==> src/rtl/pc_fetch.sv <==
// rtl/pc_fetch.sv - program counter and fetch sequencer feeding instruction decode
// Tracks boot delay, stall, halt/resume, misaligned-redirect fault and retired count.
module pc_fetch #(
  parameter logic [31:0] RESET_PC    = 32'h0000_0000,
  parameter int          BOOT_CYCLES = 2,
  parameter int          CNT_W       = 32
) (
  input  logic             clk,
  input  logic             rst,
  input  logic             stall,
  input  logic             halt_req,
  input  logic             resume,
  input  logic             PCsrc,
  input  logic [31:0]      ImmOp,
  output logic [31:0]      PC,
  output logic             pc_valid,
  output logic             halted,
  output logic             fault,
  output logic [31:0]      fault_addr,
  output logic [CNT_W-1:0] instr_count
);

  typedef enum logic [1:0] {
    S_BOOT  = 2'd0,
    S_RUN   = 2'd1,
    S_HALT  = 2'd2,
    S_FAULT = 2'd3
  } state_t;

  localparam int BW = (BOOT_CYCLES > 1) ? $clog2(BOOT_CYCLES) : 1;
  localparam logic [BW-1:0] BOOT_LAST = (BOOT_CYCLES > 0) ? BW'(BOOT_CYCLES - 1) : '0;

  state_t            state_q, state_d;
  logic [BW-1:0]     boot_cnt_q, boot_cnt_d;
  logic [31:0]       pc_q, pc_d;
  logic [31:0]       fault_addr_q, fault_addr_d;
  logic [CNT_W-1:0]  cnt_q, cnt_d;
  logic [31:0]       tgt;
  logic              adv;

  always_ff @(posedge clk) begin
    if (rst) begin
      state_q      <= S_BOOT;
      boot_cnt_q   <= '0;
      pc_q         <= RESET_PC;
      fault_addr_q <= '0;
      cnt_q        <= '0;
    end else begin
      state_q      <= state_d;
      boot_cnt_q   <= boot_cnt_d;
      pc_q         <= pc_d;
      fault_addr_q <= fault_addr_d;
      cnt_q        <= cnt_d;
    end
  end

  always_comb begin
    state_d      = state_q;
    boot_cnt_d   = boot_cnt_q;
    pc_d         = pc_q;
    fault_addr_d = fault_addr_q;
    cnt_d        = cnt_q;
    adv          = 1'b0;
    tgt          = pc_q + ImmOp;

    case (state_q)
      S_BOOT: begin
        if (BOOT_CYCLES == 0 || boot_cnt_q == BOOT_LAST) begin
          state_d = S_RUN;
        end else begin
          boot_cnt_d = boot_cnt_q + BW'(1);
        end
      end
      S_RUN: begin
        // Stall drops PCsrc on the floor: decode holds the branch and re-presents it.
        if (halt_req) begin
          state_d = S_HALT;
        end else if (stall) begin
          state_d = S_RUN;
        end else if (PCsrc) begin
          if (tgt[1:0] != 2'b00) begin
            state_d      = S_FAULT;
            fault_addr_d = tgt;
          end else begin
            pc_d = tgt;
            adv  = 1'b1;
          end
        end else begin
          pc_d = pc_q + 32'd4;
          adv  = 1'b1;
        end
      end
      S_HALT: begin
        if (resume && !halt_req) begin
          state_d = S_RUN;
        end
      end
      default: begin
        state_d = S_FAULT;
      end
    endcase

    if (adv && (cnt_q != {CNT_W{1'b1}})) begin
      cnt_d = cnt_q + CNT_W'(1);
    end
  end

  assign PC          = pc_q;
  assign pc_valid    = (state_q == S_RUN);
  assign halted      = (state_q == S_HALT);
  assign fault       = (state_q == S_FAULT);
  assign fault_addr  = fault_addr_q;
  assign instr_count = cnt_q;

endmodule
==> config.mk <==
export PLATFORM = sky130hd
export DESIGN_NAME = pc_fetch
export DESIGN_NICKNAME = d
export VERILOG_FILES = /design/src/rtl/pc_fetch.sv
export SDC_FILE = /design/constraint.sdc
export NUM_CORES = 1
export LEC_CHECK = 0
export CORE_MARGIN = 2
export CORE_UTILIZATION = 52
export CTS_CLUSTER_SIZE = 8
export DETAILED_ROUTE_END_ITERATION = 6
export GPL_TIMING_DRIVEN = 0
export PLACE_DENSITY = 0.81
export RECOVER_POWER = 25
export SYNTH_ARGS = -nofsm -noshare
export SYNTH_HDL_FRONTEND = slang
export SYNTH_SLANG_ARGS = --single-unit
==> constraint.sdc <==
create_clock -name clk -period 3.1 [get_ports clk]
set_input_delay 0.62 -clock clk [delete_from_list [all_inputs] [get_ports clk]]
set_output_delay 0.62 -clock clk [all_outputs]
set_load 0.02 [all_outputs]
==> results of run 1 <==
==> flip-flops by register name, summed over array words and instances, names as in the netlist <==
register and count:
boot_cnt_q 1, PC 32, state_q 2, instr_count 32
fault_addr 32
==> metal layers <==
layer,vias to the layer above,GRT usage (%),share of wire [%]
met1,3349,43.5,43
met4,0,14.6,3.4
met5,-,0,0
met2,354,48.3,45
met3,55,3.97,7.8
li1,3353,-,-
==> kinds of logic (layout without fill, tap and decap cells) <==
logic type	count (synthesis)	in the layout
simple gates	331	331
compound gates	244	244
flops	99	99
buf+inv	63	216
xor+xnor	55	55
fa+ha+maj	34	34
mux	6	6
other cells	0	1
==> final cells by class <==
cell class | instances | share of cell area, %
Antenna cell | 1 | 0.0295
Buffer | 44 | 2.20
Clock buffer | 10 | 2.82
Clock inverter | 5 | 0.723
Inverter | 19 | 0.841
Multi-Input combinational cell | 670 | 51.3
Sequential cell | 99 | 23.4
Tap cell | 168 | 2.48
Timing Repair Buffer | 138 | 16.2
==> placed cells by master, fill, tap and decap left out, types with 10 or more instances in the layout <==
| cell type | Yosys | layout |
|---|---|---|
| a21o_1 | 10 | 10 |
| a21oi_1 | 83 | 80 |
| a31oi_1 | 13 | 13 |
| and2_1 | 11 | 11 |
| and3_1 | 21 | 21 |
| clkbuf_1 | 35 | 31 |
| clkdlybuf4s50_1 | 0 | 89 |
| dfxtp_1 | 99 | 99 |
| dlygate4sd3_1 | 0 | 47 |
| ha_1 | 33 | 32 |
| inv_1 | 18 | 18 |
| nand2_1 | 80 | 80 |
| nand3_1 | 36 | 36 |
| nand3b_1 | 12 | 12 |
| nand4_1 | 16 | 16 |
| nor2_1 | 75 | 73 |
| nor3_1 | 20 | 20 |
| o21a_1 | 10 | 10 |
| o21ai_0 | 51 | 49 |
| xnor2_1 | 23 | 23 |
| xor2_1 | 32 | 32 |
==> where the power goes <==
part           total (mW)  leakage (nW)  internal, mW  switching (mW)
logic               0.457          2.28         0.185           0.272
registers            1.32         0.799          1.29          0.0309
clock network        1.16         0.149         0.649           0.513
==> path summary, 6_finish.rpt <==
path,startpoint,to,slack [ns],cells after the start
setup reg to reg,PC[2],PC[31],0.30,8
hold reg to reg,fault_addr[0],fault_addr[0],0.46,2
hold / removal,fault_addr[0],fault_addr[0],0.46,2
setup / recovery,ImmOp[3],PC[31],0.009,9
==> per-stage QoR <==
stage / instance area, um^2 / setup TNS [ns] / power, mW
after floorplan: 6470 / 0 / 1.61
after global placement: 8040 / -27.21 / 1.79
after detailed placement: 8040 / -30.46 / 1.79
after CTS: 8380 / 0 / 2.93
after global routing: 8480 / -0.279 / 3.02
final: 8480 / 0 / 2.94
==> repair_timing <==
action,CTS,global route
pin swaps,1,4
setup endpoints to repair,42,46
resized for setup,11,22
setup buffers,1,1
gates cloned,0,0
==> tightest hold or removal path, delay by kind of cell (launching register included) <==
kind	cells	cell delay [ns]
compound gates	1	0.05
flops	1	0.31
simple gates	1	0.05
==> results.json, run 1 <==
{
  "status": "completed",
  "yosysTopAreaCell": "dfxtp_1",
  "area_growth_syn_to_layout_pct": 31.1,
  "cts_max_path_buffers": 2,
  "remaining_drc_errors": 0,
  "dp_worst_setup_slack_ns": -0.684,
  "clock_skew_ns": 0.00735,
  "synth_nets": 904,
  "grt_max_degree": 17,
  "routabilityCongestion": 0.942,
  "worstPathMaxFanout": 6,
  "yosys.area_share.simple_pct": 26.6,
  "syn_area_um2": 6470,
  "drt.antenna.violating_nets": 0,
  "grt_pass1_wl_mm": 32.7,
  "hold_buffers": 0,
  "worstMarginPinSlew_ns": 0.729,
  "ys_async_sr_fraction_pct": 0,
  "place_inst": 1136,
  "slowest_delay_ns": 0.50,
  "grt_pass1_vias": 6428,
  "yosys.cell_count.top_type": "dfxtp_1",
  "cp.required_ns": 3.38,
  "synth_edf_count": 0,
  "regArea_um2": 1980,
  "fp.dieArea_um2": 13400,
  "first_pass_iters": 5,
  "initial_core_util_pct": 53.6,
  "powerDensity_nw_per_um2": 347,
  "dp_hpwl_mm": 15.5,
  "nets": 1053,
  "vias": 7111,
  "synthMuxAreaShare_pct": 0.967,
  "netlist_top_cells_count": "dfxtp_1 (99), a21oi_1 (83), nand2_1 (80)",
  "die_w_um": 116,
  "p_leak_nw": 3.23,
  "post-route-min-period_ns": 3.09,
  "synth_compound_area_share_pct": 23.9,
  "ys_types": 72,
  "synth-seq-cells": 99,
  "std_cell_rows": 40,
  "cts.htree.levels": 3,
  "hold_viol_final": 0,
  "period_share_pct": 99.7,
  "fmax_mhz": 323,
  "synth_fa_ha_area_share_pct": 6.69,
  "worst-setup-path-type": "input pin to flop",
  "clk_pin_slew_ns": 0.07,
  "die_h_um": 116,
  "slew_headroom_pct": 51.4,
  "cpLargestDelayFamily": "compound AO/OA/AOI/OAI gates",
  "crit_chain": "clkdlybuf4s50_1 -> ha_1 -> o211ai_1 -> o211ai_2 -> a21oi_2 -> a211oi_4 -> a21oi_2 -> or4b_1 -> o211ai_1",
  "setup_viol": 0,
  "multiInputGateArea_um2": 4350,
  "timing.critical_path.buf_inv": 1,
  "utilization_pct": 70.3,
  "placeableCoreArea_um2": 12100,
  "holdWs_ns": 0.456,
  "ys_seq_area_share_pct": 30.6,
  "synth_area_leaders": "dfxtp_1 (31%), a21oi_1 (6.4%), ha_1 (6.4%)",
  "synthXorXnorAreaFrac_pct": 7.45,
  "synth_top_family_by_area": "simple AND/OR/NAND/NOR gates",
  "via_per_inst": 6.16,
  "maxSlewViolCount": 0,
  "cp_slowest_cell": "a211oi_4",
  "yosysWarningCount": 0,
  "drt_iter0_markers": 674,
  "vdd_drop_max_mv": 0.246,
  "hp-class": "flop to flop",
  "cp-start-kind": "input pin",
  "stdcell_count": 1154,
  "cts.sinks": 99,
  "antenna_found_initial": 0,
  "io_buffer_count": 136,
  "drive_gt1_share_pct": 6.60,
  "max-cap-violations": 0,
  "gr-total-overflow": 0,
  "io_pins": 137,
  "grt.total_usage_pct": 31.3,
  "clock_latency_ns": 0.36,
  "cts_buffers": 9,
  "cts_tree": "yes",
  "endpoint_kind": "flop",
  "rsz0062_at_grt": "true",
  "wl_per_cell_um": 18.4,
  "synth_top_area_share_pct": 30.6,
  "setup_ws_ns": 0.00873,
  "cts_root_buf": "clkbuf_16",
  "syn_avg_cell_area_um2": 7.78,
  "fillers": 1003,
  "drt-total-wl_mm": 21.2,
  "arrival_ns": 3.37,
  "ys.flop_type": "dfxtp_1",
  "syn_inst": 832
}
(Power assumes the default switching activity.)
==> run 2: changes to the inputs <==
Settings changed: CAP_MARGIN set to 20.
==> results of run 2 <==
Same layout as run 1: the final DEF is identical, and so are final timing and power.
==> patch: new RTL, config.mk and constraints of run 2 <==
`BOOT_CYCLES`: 2 -> 4.
--- a/src/rtl/pc_fetch.sv
+++ b/src/rtl/pc_fetch.sv
@@ -2,7 +2,7 @@
 // Tracks boot delay, stall, halt/resume, misaligned-redirect fault and retired count.
 module pc_fetch #(
   parameter logic [31:0] RESET_PC    = 32'h0000_0000,
-  parameter int          BOOT_CYCLES = 2,
+  parameter int          BOOT_CYCLES = 4,
   parameter int          CNT_W       = 32
 ) (
   input  logic             clk,
Formal check against the unedited RTL: not equivalent (Yosys sat finds a counterexample within 4 cycles, from zero or initial values and one cycle with rst high).
==> patch against run 2 <==
  * Fmax increased by 1.1%
  * Power fell by 1.2%
  * Largest power group unchanged
  * Global-route usage down 1.3 points
  * Design area up 0.13%
  * Non-clock buffer count grew 3
  * Clock skew is 3.1 ps lower
  * Area after synthesis shrank 0.50%
  * Core utilization is 0.093 points higher
  * Sequential cell count is 1 higher
  * Count of clock-buffer cells in the layout down 1
  * Setup slack better by 35 ps
  * Routed wire length shrank 4.0%
==> patch: results <==
{
  "seq_area_frac": 0.2358,
  "grt_pass1_wl_um": 31610,
  "grt_max_degree": 19,
  "layout_min_cycle_time_ps": 3057,
  "reg2reg_depth": 10,
  "antenna_cells": 0,
  "crit_fanout": 5,
  "n_all_buffers": 185,
  "multi_input_area_share": 0.5113,
  "routabilityCongestion": 0.9611,
  "slew_headroom": 0.5147,
  "dpl.hpwl_um": 14900,
  "wl_met3_um": 2116,
  "grtUsageTotal": 0.2998,
  "synth_common_cells": "dfxtp_1 (100), nand2_1 (90), a21oi_1 (87)",
  "rr_startpoint": "PC[4]",
  "stdcell_count": 1160,
  "dpl_cell_area_um2": 8009,
  "drive_above_1_share": 0.07460,
  "nFillCells": 997,
  "clock_area_frac": 0.03345,
  "multi_input_cells": 675,
  "power_leakage_nw": 3.306,
  "critPathArrivalTime_ps": 3260,
  "grt_use_met1": 0.4116,
  "cp-startpoint": "ImmOp[0]",
  "clock_buffers": 9,
  "p_switching_mw": 0.8359,
  "skew_ps": 4.283,
  "ff2ff_setup_slack_ps": 280,
  "routed_wl_um": 20390,
  "syn_nets": 907,
  "preCtsSetupSlack_ps": -708.6,
  "inv_count": 16,
  "dp_cells": 1138,
  "synth_cell_type_count": 71,
  "routed-wl-met2_um": 8938,
  "setup.worst_path.end": "PC[26]",
  "non_clock_buffer_area_share": 0.1876,
  "seq_cells": 100,
  "outcome": "finished, final reports clean",
  "ir_drop_mv": 0.2514,
  "syn_area_per_cell_um2": 7.719,
  "vias_per_cell": 6.095,
  "met1_length_um": 8794,
  "drt-initial-drc-count": 897
}
patch: what timing repair did:
action / 4_1_cts / 5_1_grt
pin swaps: 5 / 7
setup endpoints to repair: 38 / 34
setup buffers: 1 / 5
gates resized for setup: 16 / 19
gates cloned: 0 / 0
patch: metrics by stage:
stage	util	hold WS, ps
global route	0.7039	469.7
global placement	0.6640	444.4
finish	0.7039	453.8
detailed placement	0.6640	446.2
floorplan	-	464.6
CTS	0.6926	456.0
patch: power groups by stage:
stage | sequential, mW | combinational (mW) | clock [mW]
floorplan | 1.37 | 0.275 | 0
global route | 1.34 | 0.518 | 1.16
detailed placement | 1.36 | 0.450 | 0
global placement | 1.36 | 0.442 | 0
CTS | 1.33 | 0.458 | 1.10
finish | 1.34 | 0.474 | 1.10
patch: critical path, cell delays in order:
cell	delay, ps
clkdlybuf4s50_1	420
ha_2	220
fa_2	350
a21o_1	210
a31oi_4	200
o21ai_4	100
o31ai_2	210
buf_4	190
o21a_1	160
o21ai_0	120
xnor2_1	320
o22ai_1	150
patch: how the worst min path moves through the flow:
| stage | endpoint | from |
|---|---|---|
| final | fault_addr[4] | fault_addr[4] |
| after global placement | fault_addr[23] | fault_addr[23] |
| after detailed placement | fault_addr[11] | fault_addr[11] |
| after global routing | fault_addr[19] | fault_addr[19] |
| after CTS | fault_addr[11] | fault_addr[11] |
| after floorplan | boot_cnt_q[1] | boot_cnt_q[1] |
patch: cell families after synthesis:
family                     after synthesis  share of synthesized area
and+or+nand+nor                        330                     0.2595
AOI/OAI and AO/OA                      252                     0.2447
DFF                                    100                     0.3110
buffers and inverters                   59                    0.03557
xor gates and xnor gates                53                    0.07211
adders and majority gates               35                    0.06919
muxes                                    5                   0.007969
